==> src/rtl/ofm_axis_stream_sender.sv <==
`default_nettype none
// ============================================================================
//  Module      : ofm_axis_stream_sender
//  Description : Streams a finished OFM tile out of the OFM buffer read port
//                onto an AXI-Stream master for DMA write-back. The inclusive
//                address range [addr_start, addr_end] is read in ascending
//                order and tlast marks the final beat. A small output FIFO,
//                guarded by a read-credit check, absorbs the buffer's fixed
//                read latency so that backpressure never drops or duplicates
//                a beat.
//
//  Ports
//    clk            in   1         single clock, rising-edge logic
//    rst            in   1         asynchronous, active-low reset
//    send_enable    in   1         level; a sampled 0->1 edge starts a transfer
//    addr_start     in   ADDR_BIT  first address, latched at start
//    addr_end       in   ADDR_BIT  last address (inclusive), latched at start
//    send_running   out  1         high from start until send_done
//    send_done      out  1         one-cycle pulse when the transfer completes
//    read_en        out  1         OFM buffer read strobe
//    read_addr      out  ADDR_BIT  OFM buffer read address
//    read_data      in   DATA_BIT  buffer data, READ_LATENCY cycles after read_en
//    m_axis_tvalid  out  1         AXIS valid
//    m_axis_tdata   out  DATA_BIT  AXIS data
//    m_axis_tlast   out  1         AXIS last, high only on the final beat
//    m_axis_tready  in   1         AXIS ready
//
//  Revision    : 1.0 - initial release
// ============================================================================
module ofm_axis_stream_sender #(
  parameter int ADDR_BIT     = 16,
  parameter int DATA_BIT     = 64,
  parameter int READ_LATENCY = 1,
  parameter int FIFO_DEPTH   = 4
) (
  input  logic                clk,
  input  logic                rst,
  input  logic                send_enable,
  input  logic [ADDR_BIT-1:0] addr_start,
  input  logic [ADDR_BIT-1:0] addr_end,
  output logic                send_running,
  output logic                send_done,
  output logic                read_en,
  output logic [ADDR_BIT-1:0] read_addr,
  input  logic [DATA_BIT-1:0] read_data,
  output logic                m_axis_tvalid,
  output logic [DATA_BIT-1:0] m_axis_tdata,
  output logic                m_axis_tlast,
  input  logic                m_axis_tready
);

  // --------------------------------------------------------------------------
  // Derived sizes
  // --------------------------------------------------------------------------
  localparam int PTR_W = (FIFO_DEPTH > 1) ? $clog2(FIFO_DEPTH) : 1;
  localparam int CNT_W = $clog2(FIFO_DEPTH + 1);
  // FIFO count plus in-flight reads can exceed FIFO_DEPTH transiently in
  // arithmetic, so the occupancy sum gets one extra bit.
  localparam int OCC_W = CNT_W + 1;

  localparam logic [OCC_W-1:0] DEPTH_LIMIT = OCC_W'(FIFO_DEPTH);
  localparam logic [PTR_W-1:0] PTR_LAST    = PTR_W'(FIFO_DEPTH - 1);

  localparam logic [1:0] ST_IDLE  = 2'd0;
  localparam logic [1:0] ST_ISSUE = 2'd1;
  localparam logic [1:0] ST_DRAIN = 2'd2;
  localparam logic [1:0] ST_DONE  = 2'd3;

  // --------------------------------------------------------------------------
  // Elaboration-time parameter checks
  // --------------------------------------------------------------------------
  generate
    if (FIFO_DEPTH < READ_LATENCY + 2) begin : g_depth_check
      $error("FIFO_DEPTH must be at least READ_LATENCY+2");
    end
    if (READ_LATENCY < 1 || READ_LATENCY > 2) begin : g_latency_check
      $error("READ_LATENCY must be 1 or 2");
    end
  endgenerate

  // --------------------------------------------------------------------------
  // Declarations
  // --------------------------------------------------------------------------
  logic [1:0]          state;
  logic                en_q;          // send_enable seen at the previous edge
  logic                start_q;       // start request accepted, FSM acts next
  logic                start_edge;
  logic                range_empty;
  logic [ADDR_BIT-1:0] end_addr;
  logic [ADDR_BIT-1:0] addr_cur;
  logic                issue_last;

  // Read-return tracking: bit i is set while a read is i+1 cycles old.
  logic [READ_LATENCY-1:0] rd_vld;
  logic [READ_LATENCY-1:0] rd_last;
  logic                    push;
  logic                    push_last;
  logic                    pop;

  logic [DATA_BIT-1:0] fifo_data [FIFO_DEPTH];
  logic                fifo_last [FIFO_DEPTH];
  logic [PTR_W-1:0]    wr_ptr;
  logic [PTR_W-1:0]    rd_ptr;
  logic [CNT_W-1:0]    fifo_count;

  logic [OCC_W-1:0]    inflight;
  logic [OCC_W-1:0]    occupancy;

  function automatic logic [PTR_W-1:0] ptr_inc(input logic [PTR_W-1:0] p);
    return (p == PTR_LAST) ? '0 : p + 1'b1;
  endfunction

  // --------------------------------------------------------------------------
  // Start detection and range latching
  // --------------------------------------------------------------------------
  // A rise is honoured only from IDLE with no start already pending, so edges
  // during a transfer or in the DONE cycle are dropped.
  assign start_edge = send_enable & ~en_q & ~start_q & (state == ST_IDLE);
  assign issue_last = (addr_cur == end_addr);

  always_ff @(posedge clk or negedge rst) begin
    if (!rst) begin
      en_q        <= 1'b0;
      start_q     <= 1'b0;
      range_empty <= 1'b0;
      end_addr    <= '0;
      addr_cur    <= '0;
    end else begin
      en_q    <= send_enable;
      start_q <= start_edge;
      if (start_edge) begin
        addr_cur    <= addr_start;
        end_addr    <= addr_end;
        range_empty <= (addr_end < addr_start);
      end else if (read_en && !issue_last) begin
        // Stop on the final address instead of incrementing, so an end of
        // all-ones never wraps to zero.
        addr_cur <= addr_cur + 1'b1;
      end
    end
  end

  // --------------------------------------------------------------------------
  // Control FSM
  // --------------------------------------------------------------------------
  // An empty range has nothing to fetch; it passes through DRAIN for one
  // cycle with no outstanding data, which places send_done two cycles after
  // the start edge.
  always_ff @(posedge clk or negedge rst) begin
    if (!rst) begin
      state <= ST_IDLE;
    end else begin
      case (state)
        ST_IDLE: begin
          if (start_q) begin
            state <= range_empty ? ST_DRAIN : ST_ISSUE;
          end
        end
        ST_ISSUE: begin
          if (read_en && issue_last) begin
            state <= ST_DRAIN;
          end
        end
        ST_DRAIN: begin
          if (range_empty || (pop && m_axis_tlast)) begin
            state <= ST_DONE;
          end
        end
        default: begin
          state <= ST_IDLE;
        end
      endcase
    end
  end

  assign send_running = (state == ST_ISSUE) || (state == ST_DRAIN);
  assign send_done    = (state == ST_DONE);

  // --------------------------------------------------------------------------
  // Read credit
  // --------------------------------------------------------------------------
  // Every read still in the buffer pipeline already owns a FIFO slot, so a
  // new read is allowed only while pipeline + FIFO leaves one slot free.
  always_comb begin
    inflight = '0;
    for (int i = 0; i < READ_LATENCY; i++) begin
      inflight = inflight + OCC_W'(rd_vld[i]);
    end
  end

  assign occupancy = inflight + OCC_W'(fifo_count);
  assign read_en   = (state == ST_ISSUE) && (occupancy < DEPTH_LIMIT);
  assign read_addr = addr_cur;

  always_ff @(posedge clk or negedge rst) begin
    if (!rst) begin
      rd_vld  <= '0;
      rd_last <= '0;
    end else begin
      rd_vld[0]  <= read_en;
      rd_last[0] <= read_en & issue_last;
      for (int i = 1; i < READ_LATENCY; i++) begin
        rd_vld[i]  <= rd_vld[i-1];
        rd_last[i] <= rd_last[i-1];
      end
    end
  end

  // The oldest stage lines up with read_data on the buffer port.
  assign push      = rd_vld[READ_LATENCY-1];
  assign push_last = rd_last[READ_LATENCY-1];

  // --------------------------------------------------------------------------
  // Output FIFO
  // --------------------------------------------------------------------------
  assign pop = m_axis_tvalid & m_axis_tready;

  always_ff @(posedge clk or negedge rst) begin
    if (!rst) begin
      for (int i = 0; i < FIFO_DEPTH; i++) begin
        fifo_data[i] <= '0;
        fifo_last[i] <= 1'b0;
      end
      wr_ptr     <= '0;
      rd_ptr     <= '0;
      fifo_count <= '0;
    end else begin
      if (push) begin
        fifo_data[wr_ptr] <= read_data;
        fifo_last[wr_ptr] <= push_last;
        wr_ptr            <= ptr_inc(wr_ptr);
      end
      if (pop) begin
        rd_ptr <= ptr_inc(rd_ptr);
      end
      // Push and pop together (including on a full FIFO) leave the count
      // unchanged.
      case ({push, pop})
        2'b10:   fifo_count <= fifo_count + 1'b1;
        2'b01:   fifo_count <= fifo_count - 1'b1;
        default: fifo_count <= fifo_count;
      endcase
    end
  end

  // Head entry drives the bus directly; it cannot change until popped, so
  // data and last stay stable while the sink stalls.
  assign m_axis_tvalid = (fifo_count != '0);
  assign m_axis_tdata  = fifo_data[rd_ptr];
  assign m_axis_tlast  = fifo_last[rd_ptr] & m_axis_tvalid;

endmodule
`default_nettype wire

==> config.mk <==
export PLATFORM = sky130hd
export DESIGN_NAME = ofm_axis_stream_sender
export DESIGN_NICKNAME = d
export VERILOG_FILES = /design/src/rtl/ofm_axis_stream_sender.sv
export SDC_FILE = /design/constraint.sdc
export NUM_CORES = 1
export LEC_CHECK = 0
export ABC_CLOCK_PERIOD_IN_PS = 5050
export CAP_MARGIN = 20
export CORE_MARGIN = 3
export CORE_UTILIZATION = 55
export CTS_BUF_LIST = sky130_fd_sc_hd__clkbuf_4 sky130_fd_sc_hd__clkbuf_8
export DETAILED_ROUTE_END_ITERATION = 6
export PLACE_DENSITY_LB_ADDON = 0.25
export SYNTH_ARGS = -nofsm -noshare
export SYNTH_HDL_FRONTEND = slang
export SYNTH_SLANG_ARGS = --single-unit
==> constraint.sdc <==
create_clock -name clk -period 5.05 [get_ports clk]
set_clock_uncertainty 0.15 [all_clocks]
set_input_delay 1.01 -clock clk [delete_from_list [all_inputs] [get_ports clk]]
set_output_delay 1.01 -clock clk [all_outputs]
set_load 0.01 [all_outputs]
* After elaboration in Yosys (flattened, before gate mapping)
Index checks and enable logic that the tools add are counted.
** Cells by class
- Order comparisons :: 5
- $add $sub $neg :: 6
- Multiplexer cells :: 22
- Bitwise logic cells :: 10
- Reduce and logical (&&, ||, !) cells :: 13
- Eq/ne operators :: 11
** Operators by type and width (number)
- bitwise mux 256 bit :: 1
- 2-to-1 mux 64 bit :: 3
- binary-select mux 64 bit (select 2 bit) :: 1
- demux 64 bit (select 2 bit) :: 1
- 2-to-1 mux 16 bit :: 2
- adder 16 x 1 -> 16 bit (second input constant) :: 1
- == test 16 bit :: 1
- < comparator 16 bit :: 1
- 2-to-1 mux 2 bit :: 6
- == test 2 bit (second input constant) :: 5
- AND 1 bit :: 6
- greater-or-equal comparator 3 bit (second input constant) :: 2
- inequality test 2 bit (second input constant) :: 3
- inverter 2 -> 3 bit :: 2
- case mux 2 bit (3 select lines) :: 1
- case mux 3 bit (2 select lines) :: 1
- logical AND 1 bit :: 5
- adder 1 x 3 -> 4 bit :: 1
- adder 2 x 1 -> 2 bit (second input constant) :: 2
- bitwise mux 4 bit :: 1
- == test 2 x 1 -> 1 bit (second input constant) :: 2
- < comparator 4 x 3 -> 1 bit (second input constant) :: 1
- nonzero test 2 bit :: 2
- adder 3 x 1 -> 3 bit (second input constant) :: 1
- 11 further kinds :: 15
** Storage, ports and cells
- Output and inout port bits :: 85
- Register bits :: 306
- Word-level logic and storage cells :: 86

* Depth between registers and ports, before layout
Gate-level depths: netlist (run 1).
- Word-level depth :: 9
- Mapped depth :: 9

* Least setup slack after synthesis (run 1)
OpenSTA, ideal clock, no wires.
- Kind :: register to output
- Start :: reg rd_ptr[0]
- End :: out m_axis_tdata[25]
- Data arrival time :: 1.634 ns
- Slack :: 2.256 ns
- Data required time :: 3.890 ns
- Cell stages (with the launch flop) :: 5
- Buffers on the path :: 3
- Cells stage by stage :: dfrtp_1 > clkbuf_1 > buf_2 > buf_2 > mux4_2
** On the way
- Word-level cells in the longest chain between the ends :: 4
** RTL lines
- from (decl) :: line 103 : logic [PTR_W-1:0] rd_ptr;
- from (signal assigned) :: line 234 : rd_ptr <= ptr_inc(rd_ptr);
- inverter 2 -> 3 bit (implied by the code) :: line 249 : assign m_axis_tdata = fifo_data[rd_ptr];
- binary-select mux 64 bit (select 2 bit) :: line 249
- 2-to-1 mux 64 bit (implied by the code) (2 in series) :: line 249
- to (decl) :: line 47 : output logic [DATA_BIT-1:0] m_axis_tdata,
Every way passes these cells. The select of a mux whose other input is x is not followed.

* Final worst setup path (run 1)
- Start :: reg rd_ptr[0]
- End :: out m_axis_tdata[22]
Same word-level chain as after synthesis.

==> flow_summary.toml, run 1 <==
[status]
status = "finished, final reports clean"

[power_and_ir_drop]
peakVddDrop_mv = 0.387
leakagePower_nw = 7.35
p_per_area_nw_per_um2 = 691

[global_route]
grt_pass1_wl_mm = 47.1
grt_pass1_vias = 9020
antenna_found_initial = 0
track_usage_pct = 21.8
grt-ovfl-total = 0
grt_max_degree = 120

[clock_tree]
clkSinkCount = 306
cts_buffers = 51
htreeDepth = 2
holdBufCountCts = 0
clk_latency_ns = 0.55
cts_resized = 0
post_cts_buffers = 0
cts_root_buffer = "clkbuf_8"
clock_path_buffers = 3
cts_tree = "done"
clk_pin_slew_ns = 0.06

[timing]
setup-tns-final_ns = 0
setup_viol = 0
max_freq_ghz = 0.248
fin_crit_ns = 4.04
hold_violations = 0
final_max_slew_viol_count = 0
worstMarginPinSlew_ns = 1.10
whs_ns = 0.344
post-route-period-util_pct = 79.9
relSlewSlack_pct = 26.9
rsz0062_at_grt = "false"

[floorplanning]
initial_core_util_pct = 56.7
dieWidth_um = 165
die_h_um = 165
ios = 185
core_um2 = 24700
rows = 57
die_area_um2 = 27400

[routing]
wl_per_cell_um = 19.3
first_iter_violations = 397
drt_wl_total_mm = 28.8
route.detailed.drc = 0
viasPerCell = 5.55
ant_nets = 0
num_vias = 8299
first_pass_iters = 4

[finish]
antenna_cells = 0
final_cell_count_no_fill = 1495
final_common_cell = "dfrtp_1"
fill_cells = 1721
drive_above_1_share_pct = 38.3
final_cell_mix = "dfrtp_1 (304), mux2_2 (262), clkdlybuf4s50_1 (183)"
final_core_util_pct = 70.1
area_growth_pct = 23.6
stdcell_area_um2 = 17300
fin_nets = 1259

[placement]
dp.cells = 1402
gp_congestion = 0.790
dpl.hpwl_mm = 18.1
dpl_cell_area_um2 = 16200
portBuffers = 184

[worst_setup_path]
path_class = "flop to primary output"
crit_path_cell_trace = "buf_12, mux4_2, clkdlybuf4s50_1"
start_kind = "flop"
crit_fanout = 37
worst_ep_arrival_time_ns = 2.88
required_ns = 3.89
end_kind = "primary output"
r2r_start = "read_addr[1]"
cpMaxStageDelayCell = "dfrtp_4"
crit_path_start = "rd_ptr[0]"
cpPeakStageDelay_ns = 0.86

[hold_path]
hold_class = "flop to flop"
hp-start = "end_addr[9]"

[yosys]
postSynthCellCount = 940
synth.distinct_cells = 47
synth-seq-cells = 306
avgSynthCellArea_um2 = 14.9
synth_nets = 1068
ys_warn_count = 0
netlist_area_um2 = 14000
ys_seq_area_share_pct = 54.8

[run]
drv_cap = 0
## kinds of logic after synthesis
logic type,after synthesis,synth area share [%]
DFF,306,54.8
muxes,330,31.8
xor gates and xnor gates,34,2.26
and+or+nand+nor,125,4.63
adders and majority gates,28,2.56
buffers and inverters,79,2.30
AOI/OAI and AO/OA,38,1.68
## path summary, 6_finish.rpt
check                              endpoint  slack, ns  cells past startpoint
max in group asynchronous    fifo_data[173]       3.36                      2
min in group asynchronous    fifo_data[206]       0.39                      1
min reg2reg                     end_addr[9]       0.34                      2
min                             end_addr[9]       0.34                      2
max reg2reg                    read_addr[1]       2.36                      6
max                        m_axis_tdata[22]       1.01                      3
## cells in the mapped netlist, drive strengths merged
| cell type | number | area share, % |
|---|---|---|
| dfrtp | 306 | 55 |
| mux2 | 263 | 21 |
| nand2 | 71 | 1.9 |
| mux4 | 65 | 10 |
| clkbuf | 41 | 1.1 |
| xnor2 | 32 | 2.1 |
| ha | 27 | 2.4 |
| inv | 26 | 0.70 |
| o21ai | 18 | 0.67 |
| buf | 12 | 0.50 |
| nor2 | 12 | 0.32 |
| a21oi | 11 | 0.39 |
| nand4 | 11 | 0.69 |
| nor4 | 5 | 0.42 |
| nor2b | 4 | 0.18 |
| and2 | 3 | 0.15 |
| nand3 | 3 | 0.11 |
| nor3 | 3 | 0.11 |
| a2111oi | 2 | 0.13 |
| a21o | 2 | 0.11 |
| and3 | 2 | 0.089 |
| and4 | 2 | 0.13 |
| mux2i | 2 | 0.14 |
| nand2b | 2 | 0.089 |
| o211ai | 2 | 0.11 |
| or3 | 2 | 0.089 |
| xor2 | 2 | 0.13 |
| a311oi | 1 | 0.19 |
| a31oi | 1 | 0.045 |
| and2b | 1 | 0.063 |
| and3b | 1 | 0.072 |
| fa | 1 | 0.14 |
| nand3b | 1 | 0.054 |
| nor3b | 1 | 0.054 |
| nor4b | 1 | 0.11 |
| o22ai | 1 | 0.045 |
## registers in the layout, indices dropped and copies added (netlist names)
signal	flops
en_q	1
push	1
start_q	1
push_last	1
range_empty	1
fifo_last	4
fifo_count	3
wr_ptr	2
rd_ptr	2
state	2
fifo_data	256
read_addr	16
end_addr	16
## report_power, final
group | total, W | internal, W | switching [W] | leakage [nW]
registers | 0.00449 | 0.00366 | 0.000835 | 3.60
logic | 0.00515 | 0.00328 | 0.00187 | 3.15
clock network | 0.00230 | 0.00135 | 0.000955 | 0.603
total | 0.0119 | 0.00828 | 0.00366 | 7.35
## cell type report
type / instances / area, um2 / area share (%)
Clock buffer: 88 / 1090 / 6.28
Clock inverter: 5 / 31.3 / 0.181
Inverter: 26 / 97.6 / 0.565
Multi-Input combinational cell: 555 / 6040 / 34.9
Sequential cell: 306 / 7660 / 44.3
Tap cell: 324 / 405 / 2.34
Timing Repair Buffer: 191 / 1970 / 11.4
## metrics by stage
step                      setup slack, ns  total power (W)
after floorplan                      2.26          0.00759
after global placement               1.53          0.00958
after detailed placement             1.50          0.00974
after CTS                           0.886           0.0121
after global routing                0.798           0.0127
final                                1.01           0.0119
## critical path, delay by kind of cell (launching register included)
family,cells,cell delay [ns]
muxes,1,0.56
buffers and inverters,2,0.90
DFF,1,0.86
## layer usage
layer / vias to the layer above / track usage (%) / share of wire, %
li1: 3796 / - / -
met4: 0 / 5.67 / 1.7
met3: 42 / 4.69 / 5.1
met1: 4290 / 29.3 / 43
met5: - / 0 / 0
met2: 171 / 36.4 / 50
Power figures use the tool's default switching activity.
==> run 2, diff against run 1 <==
--- a/config.mk
+++ b/config.mk
@@ -5,7 +5,7 @@
 export SDC_FILE = /design/constraint.sdc
 export NUM_CORES = 1
 export LEC_CHECK = 0
-export ABC_CLOCK_PERIOD_IN_PS = 5050
+export ABC_CLOCK_PERIOD_IN_PS = 3830
 export CAP_MARGIN = 20
 export CORE_MARGIN = 3
 export CORE_UTILIZATION = 55
==> constraint.sdc (replaced) <==
create_clock -name clk -period 3.83 [get_ports clk]
set_clock_uncertainty 0.15 [all_clocks]
set_input_delay 0.766 -clock clk [delete_from_list [all_inputs] [get_ports clk]]
set_output_delay 0.766 -clock clk [all_outputs]
set_load 0.01 [all_outputs]
==> flow_summary.toml, run 2 (synthesis results as in run 1) <==
[worst_setup_path]
crit_fanout = 14
required_ns = 2.91
start_kind = "flop"
end_kind = "primary output"
path_class = "flop to primary output"
worst_ep_arrival_time_ns = 2.55

[clock_tree]
cts_tree = "done"
clkSinkCount = 306
cts_resized = 0
htreeDepth = 2
clk_latency_ns = 0.55
holdBufCountCts = 0
clk_pin_slew_ns = 0.06
cts_root_buffer = "clkbuf_8"
post_cts_buffers = 0
cts_buffers = 51
clock_path_buffers = 3

[floorplanning]
die_area_um2 = 27400
die_h_um = 165
rows = 57
initial_core_util_pct = 56.7
ios = 185
dieWidth_um = 165
core_um2 = 24700

[global_route]
grt-ovfl-total = 0
grt_pass1_wl_mm = 47.0
antenna_found_initial = 0
grt_max_degree = 74
track_usage_pct = 21.7
grt_pass1_vias = 9215

[timing]
relSlewSlack_pct = 27.6
fin_crit_ns = 3.46
rsz0062_at_grt = "false"
hold_violations = 0
setup_viol = 0
worstMarginPinSlew_ns = 1.09
setup-tns-final_ns = 0
post-route-period-util_pct = 90.4
final_max_slew_viol_count = 0
max_freq_ghz = 0.289

[placement]
gp_congestion = 0.791
dpl.hpwl_mm = 18.0
portBuffers = 184

[status]
status = "finished, final reports clean"

[power_and_ir_drop]
leakagePower_nw = 7.37
total_power_w = 0.0158
peakVddDrop_mv = 0.573
p_per_area_nw_per_um2 = 911

[finish]
final_common_cell = "dfrtp_1"
antenna_cells = 0
area_growth_pct = 24.0
fin_nets = 1265
drive_above_1_share_pct = 38.4
final_cell_mix = "dfrtp_1 (304), mux2_2 (262), clkdlybuf4s50_1 (183)"
largest_reg_flops = 256
final_core_util_pct = 70.3
top_register = "fifo_data"

[run]
drv_cap = 0

[routing]
ant_nets = 0
num_vias = 8313
drt_wl_total_mm = 28.7
wl_per_cell_um = 19.2
first_iter_violations = 386
viasPerCell = 5.55
route.detailed.drc = 0
first_pass_iters = 4

[hold_path]
hold_class = "input pin to asynchronous set/reset pin"
-- run 2: area by class of cell --
class                      count  area [um2]
clock buffer                  83        1040
clock inverter                 7        66.3
fill                        1707        7330
inverter                      26        97.6
multi-input combinational    555        6040
sequential                   306        7660
tap                          324         405
timing repair buffer         197        2030
-- run 2: path summary, 6_finish.rpt --
path                       slack, ns  cells past startpoint               end          from
max reg2reg                     1.12                      6          state[1]  read_addr[1]
max in group asynchronous       2.64                      2    fifo_data[243]           rst
max                             0.37                      3  m_axis_tdata[54]     rd_ptr[0]
min reg2reg                     0.35                      2      end_addr[10]  end_addr[10]
min in group clk                0.35                      2      end_addr[10]  end_addr[10]
min                             0.04                      1    fifo_data[143]           rst
-- run 2: critical path, cell delays in order, from the launching register on --
cell and delay (ns):
dfrtp_4 0.60, buf_4 0.33, mux4_2 0.56, clkdlybuf4s50_1 0.50
-- run 2: metal layers --
| layer | up-vias | wire [um] | track usage (%) |
|---|---|---|---|
| met4 | 0 | 449 | 5.41 |
| li1 | 3803 | - | - |
| met2 | 190 | 14200 | 36.2 |
| met3 | 45 | 1500 | 4.51 |
| met5 | - | 0 | 0 |
| met1 | 4275 | 12600 | 29.4 |
-- run 2: power breakdown --
group | internal [W] | total, W | leakage [nW] | switching, W
clock network | 0.00178 | 0.00304 | 0.590 | 0.00126
registers | 0.00483 | 0.00582 | 3.60 | 0.000996
logic | 0.00437 | 0.00694 | 3.18 | 0.00256
total | 0.0110 | 0.0158 | 7.37 | 0.00482
-- run 2: per-stage QoR --
step	hold slack [ns]	std cells	area (um2)	worst slack (ns)
after floorplan	0.317	940	14000	1.28
after global placement	0.329	1408	16200	0.912
after detailed placement	0.335	1408	16200	0.909
after CTS	0.0215	1498	17300	0.294
after global routing	0.0391	1498	17300	0.197
final	0.0424	1498	17300	0.368
